## src/rtl/ram_arbiter_if.sv

```systemverilog
// Bus bundle between the CPU cache ports, the RAM arbiter and the RAM.
// Slices of the per-CPU vectors are indexed by CPU number.
interface ram_arbiter_if #(
    parameter int CPUS   = 2,
    parameter int ADDR_W = 32,
    parameter int DATA_W = 32
);
    logic [CPUS-1:0]        iREN;
    logic [CPUS-1:0]        dREN;
    logic [CPUS-1:0]        dWEN;
    logic [CPUS*ADDR_W-1:0] iaddr;
    logic [CPUS*ADDR_W-1:0] daddr;
    logic [CPUS*DATA_W-1:0] dstore;
    logic [CPUS-1:0]        iwait;
    logic [CPUS-1:0]        dwait;
    logic [CPUS*DATA_W-1:0] iload;
    logic [CPUS*DATA_W-1:0] dload;
    logic                   ramREN;
    logic                   ramWEN;
    logic [ADDR_W-1:0]      ramaddr;
    logic [DATA_W-1:0]      ramstore;
    logic [DATA_W-1:0]      ramload;
    logic [1:0]             ramstate;

    // arbiter side: owns the RAM bus and the stall/load returns
    modport master (
        input  iREN, dREN, dWEN, iaddr, daddr, dstore, ramload, ramstate,
        output iwait, dwait, iload, dload, ramREN, ramWEN, ramaddr, ramstore
    );

    // environment side: CPU caches plus the RAM model
    modport slave (
        output iREN, dREN, dWEN, iaddr, daddr, dstore, ramload, ramstate,
        input  iwait, dwait, iload, dload, ramREN, ramWEN, ramaddr, ramstore
    );
endinterface

```

## src/rtl/ram_arbiter.sv

```systemverilog
// Arbitrates 2*CPUS cache ports (data beats instruction per CPU) onto one RAM.
// Define RAM_ARB_ROUND_ROBIN_EN for round-robin across CPUs; default is fixed priority.
module ram_arbiter #(
    parameter int CPUS   = 2,
    parameter int ADDR_W = 32,
    parameter int DATA_W = 32
) (
    input  logic          CLK,
    input  logic          RST,
    ram_arbiter_if.master bus
);
    localparam int CW = (CPUS > 1) ? $clog2(CPUS) : 1;

    typedef enum logic [1:0] {IDLE, GRANT, ERR} state_t;
    typedef enum logic [1:0] {FREE = 2'b00, BUSY = 2'b01, ACCESS = 2'b10, ERROR = 2'b11} ramstate_t;

    state_t    state, state_nx;
    ramstate_t rs;

    logic [CW-1:0] win_cpu;
    logic          win_data;
    logic          win_write;
`ifdef RAM_ARB_ROUND_ROBIN_EN
    logic [CW-1:0] ptr;
`endif

    logic          found;
    logic [CW-1:0] sel_cpu;
    logic          sel_data;
    logic          sel_write;
    logic [CW-1:0] cidx;
    int unsigned   idx;

    logic win_active;
    logic complete;

    logic [ADDR_W-1:0] iaddr_a  [CPUS];
    logic [ADDR_W-1:0] daddr_a  [CPUS];
    logic [DATA_W-1:0] dstore_a [CPUS];
    logic [DATA_W-1:0] iload_a  [CPUS];
    logic [DATA_W-1:0] dload_a  [CPUS];

    logic [CPUS-1:0]   iwait_v, dwait_v;
    logic              ren_v, wen_v;
    logic [ADDR_W-1:0] addr_v;
    logic [DATA_W-1:0] store_v;

    for (genvar k = 0; k < CPUS; k++) begin : g_slice
        assign iaddr_a[k]  = bus.iaddr[k*ADDR_W +: ADDR_W];
        assign daddr_a[k]  = bus.daddr[k*ADDR_W +: ADDR_W];
        assign dstore_a[k] = bus.dstore[k*DATA_W +: DATA_W];
        assign bus.iload[k*DATA_W +: DATA_W] = iload_a[k];
        assign bus.dload[k*DATA_W +: DATA_W] = dload_a[k];
    end

    assign rs = ramstate_t'(bus.ramstate);

    // Search order starts at the pointer (round-robin) or CPU 0 (fixed);
    // within a CPU the data port wins and dREN+dWEN together count as a write.
    always_comb begin
        found     = 1'b0;
        sel_cpu   = '0;
        sel_data  = 1'b0;
        sel_write = 1'b0;
        idx       = 0;
        cidx      = '0;
        for (int unsigned i = 0; i < CPUS; i++) begin
`ifdef RAM_ARB_ROUND_ROBIN_EN
            idx = (32'(ptr) + i) % CPUS;
`else
            idx = i;
`endif
            cidx = CW'(idx);
            if (!found && (bus.dREN[cidx] || bus.dWEN[cidx] || bus.iREN[cidx])) begin
                found     = 1'b1;
                sel_cpu   = cidx;
                sel_data  = bus.dREN[cidx] | bus.dWEN[cidx];
                sel_write = bus.dWEN[cidx];
            end
        end
    end

    always_comb begin
        if (win_data)
            win_active = win_write ? bus.dWEN[win_cpu] : bus.dREN[win_cpu];
        else
            win_active = bus.iREN[win_cpu];
    end

    assign complete = (state == GRANT) && win_active && (rs == ACCESS);

    always_ff @(posedge CLK or posedge RST) begin
        if (RST) begin
            state     <= IDLE;
            win_cpu   <= '0;
            win_data  <= 1'b0;
            win_write <= 1'b0;
`ifdef RAM_ARB_ROUND_ROBIN_EN
            ptr       <= '0;
`endif
        end else begin
            state <= state_nx;
            if (state == IDLE && found) begin
                win_cpu   <= sel_cpu;
                win_data  <= sel_data;
                win_write <= sel_write;
            end
`ifdef RAM_ARB_ROUND_ROBIN_EN
            if (complete)
                ptr <= (win_cpu == CW'(CPUS - 1)) ? '0 : win_cpu + 1'b1;
`endif
        end
    end

    always_comb begin
        state_nx = state;
        unique case (state)
            IDLE:  if (found) state_nx = GRANT;
            GRANT: begin
                if (!win_active || rs == ACCESS) state_nx = IDLE;
                else if (rs == ERROR)            state_nx = ERR;
            end
            ERR:   if (rs == FREE) state_nx = IDLE;
            default: state_nx = IDLE;
        endcase
    end

    // Waits mirror their requests except for the single port being completed.
    always_comb begin
        ren_v   = 1'b0;
        wen_v   = 1'b0;
        addr_v  = '0;
        store_v = '0;
        iwait_v = bus.iREN;
        dwait_v = bus.dREN | bus.dWEN;
        for (int unsigned k = 0; k < CPUS; k++) begin
            iload_a[k] = '0;
            dload_a[k] = '0;
        end
        if (state == GRANT) begin
            addr_v  = win_data ? daddr_a[win_cpu] : iaddr_a[win_cpu];
            store_v = dstore_a[win_cpu];
            if (win_active) begin
                wen_v = win_data & win_write;
                ren_v = ~(win_data & win_write);
            end
        end
        if (complete) begin
            if (win_data) begin
                dwait_v[win_cpu] = 1'b0;
                dload_a[win_cpu] = bus.ramload;
            end else begin
                iwait_v[win_cpu] = 1'b0;
                iload_a[win_cpu] = bus.ramload;
            end
        end
    end

    assign bus.iwait    = iwait_v;
    assign bus.dwait    = dwait_v;
    assign bus.ramREN   = ren_v;
    assign bus.ramWEN   = wen_v;
    assign bus.ramaddr  = addr_v;
    assign bus.ramstore = store_v;
endmodule

```

## src/flat_wrapper.sv

```systemverilog
// flat-port wrapper written by rule: the top's interface ports become plain ports
module ram_arbiter_flat 
#(
    parameter int CPUS   = 2,
    parameter int ADDR_W = 32,
    parameter int DATA_W = 32
)
  (CLK, RST, bus_iREN, bus_dREN, bus_dWEN, bus_iaddr, bus_daddr, bus_dstore, bus_ramload, bus_ramstate, bus_iwait, bus_dwait, bus_iload, bus_dload, bus_ramREN, bus_ramWEN, bus_ramaddr, bus_ramstore);
  ram_arbiter_if #(.CPUS(CPUS), .ADDR_W(ADDR_W), .DATA_W(DATA_W)) bus_i ();
  input  logic CLK;
  input  logic RST;
  input wire logic [$bits(bus_i.iREN)-1:0] bus_iREN;
  input wire logic [$bits(bus_i.dREN)-1:0] bus_dREN;
  input wire logic [$bits(bus_i.dWEN)-1:0] bus_dWEN;
  input wire logic [$bits(bus_i.iaddr)-1:0] bus_iaddr;
  input wire logic [$bits(bus_i.daddr)-1:0] bus_daddr;
  input wire logic [$bits(bus_i.dstore)-1:0] bus_dstore;
  input wire logic [$bits(bus_i.ramload)-1:0] bus_ramload;
  input wire logic [$bits(bus_i.ramstate)-1:0] bus_ramstate;
  output wire logic [$bits(bus_i.iwait)-1:0] bus_iwait;
  output wire logic [$bits(bus_i.dwait)-1:0] bus_dwait;
  output wire logic [$bits(bus_i.iload)-1:0] bus_iload;
  output wire logic [$bits(bus_i.dload)-1:0] bus_dload;
  output wire logic [$bits(bus_i.ramREN)-1:0] bus_ramREN;
  output wire logic [$bits(bus_i.ramWEN)-1:0] bus_ramWEN;
  output wire logic [$bits(bus_i.ramaddr)-1:0] bus_ramaddr;
  output wire logic [$bits(bus_i.ramstore)-1:0] bus_ramstore;
  assign bus_i.iREN = bus_iREN;
  assign bus_i.dREN = bus_dREN;
  assign bus_i.dWEN = bus_dWEN;
  assign bus_i.iaddr = bus_iaddr;
  assign bus_i.daddr = bus_daddr;
  assign bus_i.dstore = bus_dstore;
  assign bus_i.ramload = bus_ramload;
  assign bus_i.ramstate = bus_ramstate;
  assign bus_iwait = bus_i.iwait;
  assign bus_dwait = bus_i.dwait;
  assign bus_iload = bus_i.iload;
  assign bus_dload = bus_i.dload;
  assign bus_ramREN = bus_i.ramREN;
  assign bus_ramWEN = bus_i.ramWEN;
  assign bus_ramaddr = bus_i.ramaddr;
  assign bus_ramstore = bus_i.ramstore;
  ram_arbiter #(.CPUS(CPUS), .ADDR_W(ADDR_W), .DATA_W(DATA_W)) u_core (.CLK(CLK), .RST(RST), .bus(bus_i));
endmodule
```

## config.mk

```make
export PLATFORM = sky130hd
export DESIGN_NAME = ram_arbiter_flat
export DESIGN_NICKNAME = d
export VERILOG_FILES = /design/src/rtl/ram_arbiter_if.sv /design/src/rtl/ram_arbiter.sv /design/src/flat_wrapper.sv
export SDC_FILE = /design/constraint.sdc
export NUM_CORES = 1
export LEC_CHECK = 0
export CELL_PAD_IN_SITES_DETAIL_PLACEMENT = 0
export CELL_PAD_IN_SITES_GLOBAL_PLACEMENT = 1
export CORE_AREA = 2 2 168 170
export CTS_CLUSTER_SIZE = 20
export DETAILED_ROUTE_END_ITERATION = 10
export DIE_AREA = 0 0 170 172
export PLACE_DENSITY = 0.6
export SETUP_SLACK_MARGIN = 0.4
export SLEW_MARGIN = 0
export SYNTH_ARGS = -nofsm -noshare
export SYNTH_HDL_FRONTEND = slang
export SYNTH_SLANG_ARGS = --single-unit
```

## constraint.sdc

```tcl
create_clock -name CLK -period 3.7 [get_ports CLK]
set_input_delay 0.74 -clock CLK [delete_from_list [all_inputs] [get_ports CLK]]
set_output_delay 0.74 -clock CLK [all_outputs]
set_load 0.005 [all_outputs]
```

## Word-level counts from Yosys, hierarchy flattened

Index checks and enable logic that the tools add are counted.

| word-level totals | value |
|---|---|
| register bits after elaboration | 5 |
| logic and storage cells | 89 |
| output and inout port bits | 198 |
| bits of input ports | 234 |

| operators by class | value |
|---|---|
| order comparisons | 4 |
| muxes and demuxes | 48 |
| equal/unequal tests | 7 |
| bitwise gates (word level) | 10 |
| reduce and logical (&&, ||, !) cells | 16 |

Operators by type and width:

| kind | count |
|---|---|
| 32-bit two-way mux | 13 |
| 64-bit two-way mux | 4 |
| 64-bit bitwise AND | 1 |
| 32-bit demux with 1-bit select | 1 |
| 1-bit two-way mux | 20 |
| 2-bit two-way mux | 8 |
| 2-bit == test (second input constant) | 3 |
| 1-bit logical AND | 6 |
| 2-bit one-hot mux with 3 select lines | 1 |
| 1-bit logical OR | 5 |
| 2-bit bitwise AND | 2 |
| 2-bit logical NOT | 2 |
| 2-bit by 1-bit inequality test with 1-bit output (second input constant) | 2 |
| 3-bit inequality test (second input constant) | 1 |
| 3-bit AND reduction | 1 |
| 2-bit by 1-bit == test with 1-bit output (second input constant) | 1 |
| 2-bit >= comparator (second input constant) | 1 |
| 1-bit logical NOT | 2 |
| 1-bit by 2-bit < comparator with 1-bit output (second input constant) | 1 |
| 2-bit by 1-bit < comparator with 1-bit output (second input constant) | 1 |
| 1-bit NOT with 2-bit output | 1 |
| 2-bit NOT | 1 |
| 1-bit bitwise OR | 2 |
| 2-bit bitwise OR | 1 |
| 4 further kinds | 4 |

## Depth between registers and ports, before layout

Gate-level depths: netlist of run 1.

| depth | value |
|---|---|
| word-level depth | 8 |
| mapped depth | 5 |
| mapped depth without buffers | 3 |

## Worst setup path after synthesis of run 1

No wires, ideal clock.

| path | value |
|---|---|
| path type | input to output |
| from | input port bus_dWEN[1] |
| to | output port bus_dload[22] |
| stages | 4 |
| buffers on the path | 1 |
| setup slack | 1252 ps |
| data required time | 2960 ps |
| arrival | 1708 ps |
| cell sequence | mux4_2 and4b_4 buf_6 and2_1 |

| between the ends | value |
|---|---|
| cells in the longest elaborated chain, start to end | 7 |

RTL lines:

| element | line | text |
|---|---|---|
| start, declared | flat_wrapper.sv:14 | `input wire logic [$bits(bus_i.dWEN)-1:0] bus_dWEN;` |
| 1-bit two-way mux (not written as such) (2 in a row) | ram_arbiter.sv:85 | `win_active = win_write ? bus.dWEN[win_cpu] : bus.dREN[win_cpu];` |
| 1-bit two-way mux | ram_arbiter.sv:85 |  |
| 1-bit two-way mux | ram_arbiter.sv:84 | `if (win_data)` |
| 1-bit logical AND (2 in a row) | ram_arbiter.sv:90 | `assign complete = (state == GRANT) && win_active && (rs == ACCESS);` |
| 64-bit two-way mux | ram_arbiter.sv:148 | `if (complete) begin` |
| end, declared | flat_wrapper.sv:23 | `output wire logic [$bits(bus_i.dload)-1:0] bus_dload;` |

Every way passes these cells. The select of a mux whose other input is x is not followed.

## Final worst setup path of run 1

| path | value |
|---|---|
| from | input port bus_dWEN[1] |
| to | output port bus_dload[11] |

The elaborated chain is that of the path after synthesis.

==> results of run 1 <==
## where the power goes
part / internal (mW) / switching (mW) / leakage [nW] / total (mW)
Sequential: 0.0846 / 0.0757 / 0.0574 / 0.160
Clock: 0.143 / 0.0381 / 0.0382 / 0.181
Combinational: 1.57 / 1.03 / 3.08 / 2.61
## layer usage
layer	part of all wire	up-vias	routed length (µm)
li1	-	2040	-
met1	0.36	1875	6770
met2	0.54	245	10400
met3	0.093	8	1780
met4	0.0068	0	130
met5	0	-	0
## sequential cells by signal, indices dropped and copies added, names as in the netlist
signal	flops
u_core.win_data	1
u_core.win_write	1
u_core.win_cpu	1
u_core.state	2
## critical path, delay by kind of cell
kind | cells | cell delay, ns
buffers and inverters | 4 | 0.77
AND/OR/NAND/NOR | 2 | 0.35
multiplexers | 1 | 0.62
## final cells by class
class                   instances  area [µm²]
clock buffers                   4        78.8
fillers                      2994       19700
inverters                       5        18.8
multi-input cells             300        2530
flip-flops and latches          5         130
well taps                     346         433
repair buffers                457        4560
## Yosys cell counts, drive strengths merged, types with 3 or more instances
cell type  instances
inv                5
nor2b             33
mux2i             35
or3                3
dfrtp              5
buf               23
mux4              33
clkbuf             9
nand2              3
and2             128
nor2              38
a21oi              4
## timing repair
item	in CTS	in global routing
endpoints found under the setup margin	131	103
gates cloned	5	0
buffers inserted	12	1
hold buffers	0	0
resized for setup	82	22
pin swaps	5	3
## per-stage QoR
stage	setup slack, ns	instance area [µm²]	hold WS [ns]	instances	power, mW
after floorplan	1.25	2840	0.519	338	1.36
after global placement	0.117	7500	0.582	1095	2.74
after detailed placement	0.108	7500	0.587	1095	2.73
after CTS	0.392	7710	0.611	1116	3.03
after global routing	0.400	7750	0.630	1117	3.18
final	0.469	7750	0.601	1117	2.95
## cells by family after synthesis
group	count (synthesis)	synth area share
AND/OR/NAND/NOR	213	0.447
multiplexers	70	0.394
buffers and inverters	37	0.0847
AO/OA/AOI/OAI	13	0.0300
flip-flops	5	0.0441
## worst min path at each step
stage,slack (ns),from,to
2_1_floorplan,0.52,RST,u_core.state[0]
3_3_place_gp,0.58,u_core.win_write,u_core.win_write
3_5_place_dp,0.59,u_core.win_write,u_core.win_write
4_1_cts,0.61,u_core.win_write,u_core.win_write
5_1_grt,0.63,u_core.win_write,u_core.win_write
6_report,0.60,u_core.win_write,u_core.win_write
==> results.sh, run 1 <==
export IMPL_drc=0
export IMPL_path_max_fanout=7
export IMPL_finalCritPeriodShare=0.873
export IMPL_die_width_um=170
export IMPL_tns_ns=0
export IMPL_syn_num_nets=572
export IMPL_drv_cap=0
export IMPL_cts_root_buf="clkbuf_16"
export IMPL_r2r_cells=3
export IMPL_n_antenna_cell=0
export IMPL_crit_reg2reg_launch="u_core.win_cpu"
export IMPL_finalHoldViolCount=0
export IMPL_startpoint_type="input port"
export IMPL_first_pass_iters=4
export IMPL_rows=61
export IMPL_cts_buffers=3
export IMPL_tritoncts="built"
export IMPL_io_pins=432
export IMPL_endpoint="bus_dload[11]"
export IMPL_netlist_area_leader_share=0.282
export IMPL_grt_most_used_layer="met2"
export IMPL_timing_fmax_mhz=309
export IMPL_viasPerCell=3.73
export IMPL_worstPathArrival_ns=2.49
export IMPL_ys_ff_latch=5
export IMPL_first_iter_violations=54
export IMPL_fp_coreArea_mm2=0.0275
export IMPL_synth_seq_area_share=0.0441
export IMPL_p_leak_nw=3.18
export IMPL_tightest_slew_ns=0.645
export IMPL_initial_utilization=0.103
export IMPL_drt_wirelength_per_cell_um=17.0
export IMPL_layout_common_cells="clkdlybuf4s50_1 (375), and2_1 (128), nor2_1 (38), mux2i_1 (35), mux4_2 (33)"
export IMPL_overflow=0
export IMPL_die_area_mm2=0.0292
export IMPL_cts_sinks=5
export IMPL_finalClockSkew_ns=0.00198
export IMPL_setup_viol=0
export IMPL_yosysWarnings=0
export IMPL_grt_pass1_wl_mm=26.7
export IMPL_use_met3=0.0357
export IMPL_slew_viol_final=0
export IMPL_hold_path_class="reg -> reg"
export IMPL_gp_congestion=0.727
export IMPL_required_ns=2.96
export IMPL_synth_cell_type_count=31
export IMPL_grt_pass1_vias=4275
export IMPL_grtUsageMet2=0.243
export IMPL_worst_setup_path_end_kind="output port"
export IMPL_via_count=4168
export IMPL_crit_chain="clkdlybuf4s15_2, mux4_2, buf_6, and4b_4, buf_4, and2_1, dlygate4sd2_1"
export IMPL_netlist_top_cells_area="and2_1 (28%), mux4_2 (26%), mux2i_1 (12%)"
export IMPL_met1_usage=0.126
export IMPL_final_common_cell="clkdlybuf4s50_1"
export IMPL_syn_inst=338
export IMPL_synth_avg_cell_area_um2=8.39
export IMPL_htreeDepth=1
export IMPL_drt_antenna_violating_nets=0
export IMPL_regToRegSetupSlack_ns=1.94
export IMPL_cts_buffer_depth=2
export IMPL_synth_area_mm2=0.00284
export IMPL_grt_use_total=0.121
export IMPL_max_stage_delay_ns=0.62
export IMPL_port_buffers=431
export IMPL_crit_type="in -> out"
export IMPL_nets=1006
export IMPL_period_needed_ns=3.23
export IMPL_rsz0062_at_grt="no"
export IMPL_reg2reg_to="u_core.state[1]"
export IMPL_clk_latency_ns=0.23
export IMPL_area_growth_pct=173
export IMPL_postSynth_asyncResetShare=1.00
export IMPL_grt_max_degree=36
export IMPL_drive_gt1_frac=0.113
export IMPL_clk_pin_slew_ns=0.03
export IMPL_irDropWorstVdd_mv=0.194
export IMPL_holdPathStages=2
export IMPL_crit_slowest_cell="mux4_2"
export IMPL_antenna_found_initial=1
export IMPL_ys_flop_type="dfrtp_1"
export IMPL_yosysTopAreaCell="and2_1"
export IMPL_finish_utilization=0.282
export IMPL_place_hpwl_mm=15.3
export IMPL_cp_startpoint="bus_dWEN[1]"
export IMPL_powerDensity_mw_per_mm2=381
export IMPL_routed_wirelength_mm=19.0
export IMPL_max_slew_margin_rel=0.570
export IMPL_synth_edf_count=0
export IMPL_outcome="complete, no violations"
export IMPL_dieHeight_um=172
Power figures use the tool's default switching activity.
==> run 2: changes to the inputs <==
SETUP_SLACK_MARGIN = 0.02   (was 0.4)
==> run 2 against run 1 <==
Net effect:
- utilization fell by 0.53 points
- worst setup slack worse by 0.34 ns
- sequential cell count unchanged
==> results.sh, run 2 (synthesis results as in run 1) <==
export IMPL_viasPerCell=3.70
export IMPL_cts_root_buf="clkbuf_16"
export IMPL_p_int_mw=1.77
export IMPL_via_count=4078
export IMPL_die_area_mm2=0.0292
export IMPL_finish_instance_area_mm2=0.00760
export IMPL_grt_pass1_vias=4153
export IMPL_worstPathArrival_ns=2.83
export IMPL_overflow=0
export IMPL_htreeDepth=1
export IMPL_max_stage_delay_ns=0.54
export IMPL_cts_buffer_depth=2
export IMPL_grtUsageMet2=0.225
export IMPL_final_common_cell="clkdlybuf4s50_1"
export IMPL_die_width_um=170
export IMPL_slew_viol_final=0
export IMPL_drt_wirelength_per_cell_um=16.7
export IMPL_placed_area_mm2=0.00750
export IMPL_timing_fmax_mhz=280
export IMPL_finalHoldViolCount=0
export IMPL_fp_coreArea_mm2=0.0275
export IMPL_r2r_cells=3
export IMPL_grt_pass1_wl_mm=24.9
export IMPL_crit_chain="clkdlybuf4s50_1, nor2b_2, and4b_4, and2_1, clkdlybuf4s50_1"
export IMPL_drv_cap=0
export IMPL_p_sw_frac=0.386
export IMPL_dieHeight_um=172
export IMPL_reg2reg_to="u_core.state[1]"
export IMPL_pwr_share_seq=0.063
export IMPL_rsz0062_at_grt="no"
export IMPL_hold_path_class="reg -> reg"
export IMPL_crit_type="in -> out"
export IMPL_cts_sinks=5
export IMPL_tns_ns=0
export IMPL_place_hpwl_mm=15.3
export IMPL_hold_end="u_core.win_write"
export IMPL_port_buffers=431
export IMPL_setup_viol=0
export IMPL_first_pass_iters=4
export IMPL_worst_setup_path_end_kind="output port"
export IMPL_clk_pin_slew_ns=0.03
export IMPL_io_pins=432
export IMPL_area_growth_pct=168
export IMPL_pre_cts_ws_ns=0.108
export IMPL_first_iter_violations=55
export IMPL_drt_antenna_violating_nets=0
export IMPL_p_leak_nw=2.79
export IMPL_use_met3=0.0375
export IMPL_outcome="complete, no violations"
export IMPL_hold_buffers=0
export IMPL_largest_reg_flops=2
export IMPL_required_ns=2.96
export IMPL_clkPwrFrac=0.063
export IMPL_p_sw_mw=1.11
export IMPL_crit_slowest_cell="clkdlybuf4s50_1"
export IMPL_drc=0
export IMPL_tritoncts="built"
export IMPL_regToRegSetupSlack_ns=1.83
export IMPL_n_antenna_cell=0
export IMPL_crit_reg2reg_launch="u_core.win_cpu"
export IMPL_max_slew_margin_rel=0.579
export IMPL_startpoint_type="input port"
export IMPL_path_max_fanout=17
export IMPL_antenna_found_initial=0
export IMPL_holdPathStages=2
export IMPL_clk_latency_ns=0.23
export IMPL_nets=990
export IMPL_rows=61
export IMPL_powerDensity_mw_per_mm2=378
export IMPL_drive_gt1_frac=0.0781
export IMPL_finalClockSkew_ns=0.00273
export IMPL_regMostFlops="u_core.state"
export IMPL_irDropWorstVdd_mv=0.193
export IMPL_cts_buffers=3
export IMPL_tightest_slew_ns=0.631
export IMPL_met1_usage=0.111
export IMPL_initial_utilization=0.103
export IMPL_combPwrFrac=0.874
export IMPL_grt_most_used_layer="met2"
export IMPL_layout_common_cells="clkdlybuf4s50_1 (431), and2_1 (128), nor2_1 (38), mux2i_1 (35), mux4_2 (33)"
export IMPL_grt_use_total=0.111
export IMPL_grt_max_degree=36
export IMPL_cp_common_cell="clkdlybuf4s50_1"
export IMPL_finalCritPeriodShare=0.965
export IMPL_period_needed_ns=3.57
export IMPL_fin_ws_ns=0.131
export IMPL_routed_wirelength_mm=18.4
export IMPL_gp_congestion=0.727
export IMPL_min_delay_start="u_core.win_write"
[run 2: worst max-delay path: cells and delay by family]
kind	cells	cell delay, ns
and+or+nand+nor	3	1.01
buffers and inverters	2	1.06
[run 2: worst max path at each step]
stage / startpoint / to / slack (ns) / depth (start not counted)
floorplan: bus_dWEN[1] / bus_dload[22] / 1.25 / 4
global placement: bus_dWEN[1] / bus_dload[21] / 0.12 / 5
detailed placement: bus_dWEN[1] / bus_dload[21] / 0.11 / 5
CTS: bus_dWEN[1] / bus_dload[21] / 0.11 / 5
global route: bus_ramstate[0] / bus_iload[53] / 0.03 / 6
finish: bus_ramstate[1] / bus_dload[21] / 0.13 / 5
[run 2: through the flow]
stage	std cells	utilization	power, mW	hold WS [ns]
final	1101	0.277	2.88	0.594
after global routing	1101	0.277	3.10	0.630
after CTS	1099	0.276	2.92	0.611
after detailed placement	1095	0.273	2.73	0.587
after global placement	1095	0.273	2.74	0.582
after floorplan	338	-	1.36	0.519
[run 2: layer usage]
layer	wire, µm	up-vias
met5	0	-
met4	129	0
met3	1810	8
met2	9970	241
met1	6450	1831
li1	-	1998
[run 2: repair_timing]
item	in CTS	in global routing
setup endpoints to repair	0	4
buffers inserted	0	0
resized for setup	0	3
[run 2: power by group through the flow]
| stage | Clock, mW | Combinational (mW) | Sequential (mW) |
|---|---|---|---|
| 5_1_grt | 0.187 | 2.72 | 0.194 |
| 2_1_floorplan | 0 | 1.27 | 0.0968 |
| 3_3_place_gp | 0 | 2.57 | 0.177 |
| 6_report | 0.180 | 2.51 | 0.181 |
| 4_1_cts | 0.183 | 2.56 | 0.178 |
| 3_5_place_dp | 0 | 2.56 | 0.175 |
[run 2: area by class of cell]
cell class	instances	area (µm²)
multi-input combinational	298	2500
timing repair buffer	443	4440
tap	346	433
sequential	5	130
fill	2994	19900
clock buffer	4	78.8
inverter	5	18.8
